$ cat src/rtl/jpeg_dct_pkg.sv
// jpeg_dct_pkg: shared coefficient/internal types and the shift-add lifting multipliers
// used by both the forward DCT and the inverse.
package jpeg_dct_pkg;
    localparam int DCT_N     = 8;
    localparam int DCT_IN_W  = 16;
    localparam int DCT_INT_W = 18;

    typedef logic signed [DCT_IN_W-1:0]  dct_coef_t;
    typedef logic signed [DCT_INT_W-1:0] dct_int_t;

    function automatic dct_int_t k2(dct_int_t v);
        return (v >>> 3) + (v >>> 2);
    endfunction

    function automatic dct_int_t k3(dct_int_t v);
        return (v >>> 3) + (v >>> 1);
    endfunction

    function automatic dct_int_t k4(dct_int_t v);
        return (v >>> 3) + (v >>> 2) + (v >>> 1);
    endfunction
endpackage

$ cat src/rtl/idct_stage_reg.sv
// idct_stage_reg: 8-lane pipeline register with valid bit, 3-bit row tag and stall enable.
module idct_stage_reg
    import jpeg_dct_pkg::*;
#(
    parameter int W = 18
) (
    input  logic               clk,
    input  logic               rst_n,
    input  logic               en,
    input  logic               valid_in,
    input  logic [2:0]         tag_in,
    input  logic [DCT_N*W-1:0] d,
    output logic               valid,
    output logic [2:0]         tag,
    output logic [DCT_N*W-1:0] q
);
    always_ff @(posedge clk) begin
        if (!rst_n) begin
            valid <= 1'b0;
            tag   <= '0;
            q     <= '0;
        end else if (en) begin
            valid <= valid_in;
            tag   <= tag_in;
            q     <= d;
        end
    end
endmodule

$ cat src/rtl/idct_8pt_pipe.sv
// idct_8pt_pipe: 4-stage pipelined 8-point lifting IDCT with valid/ready and block row tagging.
// Define IDCT_CLAMP_EN to saturate outputs to [0, 2^OUT_W-1]; otherwise outputs are truncated signed.
module idct_8pt_pipe
    import jpeg_dct_pkg::*;
#(
    parameter int IN_W  = 16,
    parameter int INT_W = 18,
    parameter int OUT_W = 8
) (
    input  logic                  clk,
    input  logic                  rst_n,
    input  logic                  in_valid,
    output logic                  in_ready,
    input  logic [DCT_N*IN_W-1:0] y_in,
    output logic                  out_valid,
    input  logic                  out_ready,
    output logic [DCT_N*16-1:0]   x_out,
    output logic                  out_last
);
    logic                   en;
    logic [2:0]             row;
    logic [DCT_N*INT_W-1:0] d1, q1, d2, q2, d3, q3;
    logic [DCT_N*16-1:0]    d4;
    logic                   v1, v2, v3, v4;
    logic [2:0]             t1, t2, t3, t4;
    dct_int_t               y[DCT_N], c[DCT_N], p[DCT_N], b[DCT_N];
    dct_int_t               s[DCT_N], a[DCT_N], u[DCT_N], r[DCT_N];

    function automatic logic [15:0] fmt(dct_int_t v);
`ifdef IDCT_CLAMP_EN
        return (v < 0) ? 16'd0 : (v > dct_int_t'((1 << OUT_W) - 1)) ? 16'((1 << OUT_W) - 1) : 16'(v);
`else
        return v[15:0];
`endif
    endfunction

    assign en       = !out_valid || out_ready;
    assign in_ready = en;

    always_ff @(posedge clk) begin
        if (!rst_n)
            row <= '0;
        else if (in_valid && en)
            row <= row + 3'd1;
    end

    // I1: undo forward stage 4
    always_comb begin
        for (int i = 0; i < DCT_N; i++) y[i] = dct_int_t'(dct_coef_t'(y_in[i*IN_W +: IN_W]));
        c[1] = (y[0] >>> 1) - y[1];
        c[0] = y[0] - c[1];
        c[3] = y[3] - k2(y[2]);
        c[2] = k2(c[3]) - y[2];
        c[4] = y[4] + (y[7] >>> 3);
        c[7] = y[7];
        c[6] = y[6] + (y[5] >>> 1);
        c[5] = y[5] - k4(c[6]);
        for (int i = 0; i < DCT_N; i++) d1[i*INT_W +: INT_W] = c[i];
    end

    idct_stage_reg #(.W(INT_W)) u_s1 (
        .clk(clk), .rst_n(rst_n), .en(en), .valid_in(in_valid), .tag_in(row),
        .d(d1), .valid(v1), .tag(t1), .q(q1)
    );

    // I2: undo butterflies
    always_comb begin
        for (int i = 0; i < DCT_N; i++) p[i] = dct_int_t'(q1[i*INT_W +: INT_W]);
        b[0] = (p[0] + p[3]) >>> 1;
        b[3] = (p[0] - p[3]) >>> 1;
        b[1] = (p[1] + p[2]) >>> 1;
        b[2] = (p[1] - p[2]) >>> 1;
        b[4] = (p[4] + p[5]) >>> 1;
        b[5] = (p[4] - p[5]) >>> 1;
        b[7] = (p[7] + p[6]) >>> 1;
        b[6] = (p[7] - p[6]) >>> 1;
        for (int i = 0; i < DCT_N; i++) d2[i*INT_W +: INT_W] = b[i];
    end

    idct_stage_reg #(.W(INT_W)) u_s2 (
        .clk(clk), .rst_n(rst_n), .en(en), .valid_in(v1), .tag_in(t1),
        .d(d2), .valid(v2), .tag(t2), .q(q2)
    );

    // I3: undo the lane 5/6 rotation lifting
    always_comb begin
        for (int i = 0; i < DCT_N; i++) s[i] = dct_int_t'(q2[i*INT_W +: INT_W]);
        a    = s;
        a[6] = s[6] - k2(s[5]);
        a[5] = k3(a[6]) - s[5];
        for (int i = 0; i < DCT_N; i++) d3[i*INT_W +: INT_W] = a[i];
    end

    idct_stage_reg #(.W(INT_W)) u_s3 (
        .clk(clk), .rst_n(rst_n), .en(en), .valid_in(v2), .tag_in(t2),
        .d(d3), .valid(v3), .tag(t3), .q(q3)
    );

    // I4: undo forward stage 1, then format to 16 bits
    always_comb begin
        for (int i = 0; i < DCT_N; i++) u[i] = dct_int_t'(q3[i*INT_W +: INT_W]);
        for (int j = 0; j < DCT_N/2; j++) begin
            r[j]         = (u[j] + u[DCT_N-1-j]) >>> 1;
            r[DCT_N-1-j] = (u[j] - u[DCT_N-1-j]) >>> 1;
        end
        for (int i = 0; i < DCT_N; i++) d4[i*16 +: 16] = fmt(r[i]);
    end

    idct_stage_reg #(.W(16)) u_s4 (
        .clk(clk), .rst_n(rst_n), .en(en), .valid_in(v3), .tag_in(t3),
        .d(d4), .valid(v4), .tag(t4), .q(x_out)
    );

    assign out_valid = v4;
    assign out_last  = v4 && (t4 == 3'd7);
endmodule

$ cat config.mk
export PLATFORM = sky130hd
export DESIGN_NAME = idct_8pt_pipe
export DESIGN_NICKNAME = d
export VERILOG_FILES = /design/src/rtl/jpeg_dct_pkg.sv /design/src/rtl/idct_stage_reg.sv /design/src/rtl/idct_8pt_pipe.sv
export SDC_FILE = /design/constraint.sdc
export NUM_CORES = 2
export LEC_CHECK = 0
export CAP_MARGIN = 10
export CELL_PAD_IN_SITES_DETAIL_PLACEMENT = 1
export CELL_PAD_IN_SITES_GLOBAL_PLACEMENT = 1
export CORE_MARGIN = 3
export CORE_UTILIZATION = 41
export DETAILED_ROUTE_END_ITERATION = 12
export GPL_ROUTABILITY_DRIVEN = 0
export MAX_ROUTING_LAYER = met4
export PLACE_DENSITY_LB_ADDON = 0.3
export SYNTH_ARGS = -nofsm -noshare
export SYNTH_HDL_FRONTEND = slang
export SYNTH_SLANG_ARGS = --single-unit
$ cat constraint.sdc
create_clock -name clk -period 6.2 [get_ports clk]
set_input_delay 1.86 -clock clk [delete_from_list [all_inputs] [get_ports clk]]
set_output_delay 1.86 -clock clk [all_outputs]
set_load 0.005 [all_outputs]
==> reports/metrics.yaml <==
status: "complete, no violations"
slew_headroom: 0.275
tightest_slew_ps: 1090
synth_area_leaders: "dfxtp_1 28%, ha_1 13%, a21oi_1 7.5%, nand2_1 6.3%, xnor2_1 5.0%"
setup_tns_ps: 0
slowest_stage: "o41ai_2"
register_area_um2: 11100
vias: 36800
path_max_fanout: 3
hold_class: "reg2reg"
clockBufferDepth: 3
synth_most_common_cell: "nand2_1"
grtUsageMet2: 0.422
r2r_setup_slack_ps: 820
antenna_left: 0
hold_violations: 0
mappedNetlistNets: 5760
drc: 0
antenna_found_initial: 7
grtUsageMet3: 0.0399
dp_hpwl_um: 103000
finalCritPeriodShare: 0.997
synth_mux_area_frac: 0.00444
cts_sinks: 556
startpoint: "y_in[84]"
cts_buffers: 68
root_buffer: "clkbuf_16"
dr.pass1.iters: 5
synth_top_family_by_area: "compound AO/OA/AOI/OAI gates"
grt-busiest-layer: "met2"
die-area_um2: 101000
nets: 6051
slowest_delay_ps: 520
synth_commonest_cells: "666 x nand2_1, 596 x a21oi_1, 556 x dfxtp_1, 458 x inv_1, 407 x ha_1"
overflow: 0
arrival_ps: 6700
synth_fa_ha_area_frac: 0.178
dieWidth_um: 317
grt_max_degree: 148
end_kind: "flip-flop"
die_y_um: 317
hp-start: "u_s2.q[79]"
wl_um: 135000
synth_area_per_cell_um2: 7.76
fmax_mhz: 162
cts_tree: "done"
start_util: 0.416
seq_area_frac_synth: 0.280
syn_area_um2: 39800
cp.required_ps: 6720
crit_top_cell: "buf_4"
start_kind: "input pin"
synth-simple-area-share: 0.166
yosysTopAreaCell: "dfxtp_1"
grt_pass1_vias: 37400
holdPathStages: 2
layout-drive-gt1-share: 0.0812
synth_edf_count: 0
maxCapViolations: 0
ys_ff_latch: 556
r2r_cells: 20
r2r_start: "u_s2.q[92]"
n_fill_cell: 11700
areaGrowthSynthToFinish_pct: 19.3
cp_top_family: "compound AO/OA/AOI/OAI gates"
setup_viol: 0
synth_xor_area_frac: 0.0696
drt_iter0_markers: 2135
hold_end: "u_s3.q[79]"
critPathBufInv: 7
clock_latency_ps: 630
ios: 263
drv_slew: 0
crit_type: "in2reg"
synth_cell_types: 90
multi_input_area_um2: 26300
yosysTopAreaCellShare: 0.280
synth-compound-area-share: 0.233
met1_usage: 0.335
ys.flop_type: "dfxtp_1"
r2r_end: "u_s3.q[104]"
core-area_um2: 95600
syn_inst: 5122
grt_pass1_wl_um: 208000
skew_ps: 38.9
avgRoutedWirePerCell_um: 20.0
yosys_warnings: 0
rows: 113
async_flop_share: 0
vias_per_cell: 5.46
portBuffers: 262
grt_usage: 0.261
path_clk_slew_ps: 60
cts_max_level: 3
fin_crit_ps: 6180
hold_buffers: 0
## area by class of cell
type | count | area share
Sequential cell | 556 | 0.235
Tap cell | 1265 | 0.0334
Multi-Input combinational cell | 3841 | 0.554
Timing Repair Buffer | 483 | 0.0922
Inverter | 463 | 0.0370
Clock buffer | 99 | 0.0426
Clock inverter | 26 | 0.00633
Antenna cell | 7 | 0.000369
## how the worst max path moves through the flow
stage | end | slack, ps | cells past startpoint
after floorplan | u_s1.q[106] | 30 | 22
after global placement | u_s1.q[50] | -680 | 22
after detailed placement | u_s1.q[105] | -960 | 24
after CTS | u_s1.q[105] | -9 | 26
after global routing | u_s1.q[106] | -140 | 25
final | u_s1.q[106] | 20 | 25
## flip-flops by register name, indices dropped and copies added, names as in the netlist, 3 cells and up
signal,flops
u_s4.q,128
row,3
u_s3.q,136
u_s2.tag,3
u_s2.q,136
u_s1.tag,3
u_s1.q,137
u_s4.tag,3
u_s3.tag,3
## placed cells by master, fill, tap and decap left out, types with 70 or more instances in the layout
cell / instances
nand2_1: 664
a21oi_1: 588
dfxtp_1: 556
inv_1: 452
ha_1: 399
nor2_1: 392
o21ai_0: 297
clkdlybuf4s50_1: 254
xnor2_1: 222
buf_4: 216
a211oi_1: 126
fa_1: 96
a21o_1: 94
xor2_1: 85
nand3_1: 83
o21bai_1: 76
clkbuf_16: 70
## tightest hold or removal path, delay by kind of cell, from the launching register on
family / cells / cell delay (ps)
and+or+nand+nor: 1 / 50
DFF: 1 / 300
AOI/OAI and AO/OA: 1 / 50
## per-layer routing
layer,share of wire,vias up
met5,0,-
met1,0.46,17900
met4,0.033,0
li1,-,18100
met2,0.46,627
met3,0.041,190
## through the flow
| stage | cell area (um2) | setup slack (ps) | hold slack, ps | std cells | utilization |
|---|---|---|---|---|---|
| 6_report | 47400 | 19.0 | 432 | 6740 | 0.496 |
| 5_1_grt | 47400 | -142 | 460 | 6740 | 0.496 |
| 4_1_cts | 47100 | -8.98 | 436 | 6724 | 0.493 |
| 3_5_place_dp | 44700 | -957 | 443 | 6594 | 0.467 |
| 3_3_place_gp | 44700 | -685 | 434 | 6594 | 0.467 |
| 2_1_floorplan | 39800 | 26.8 | 425 | 5122 | - |
## repair_timing
item	CTS	global route
pin swaps	6	40
resized for setup	17	60
buffers inserted	5	9
setup endpoints to repair	9	20
## cells by family (layout without fill, tap and decap cells)
| logic type | Yosys count | in the layout |
|---|---|---|
| AOI/OAI and AO/OA | 1502 | 1502 |
| and+or+nand+nor | 1499 | 1499 |
| buffers and inverters | 725 | 1071 |
| DFF | 556 | 556 |
| adders and majority gates | 508 | 508 |
| xor gates and xnor gates | 315 | 315 |
| muxes | 17 | 17 |
| other | 0 | 7 |
Power is left out: the tool's default activity adds up to more than one toggle a clock period on the data nets, which glitch-free logic cannot reach.
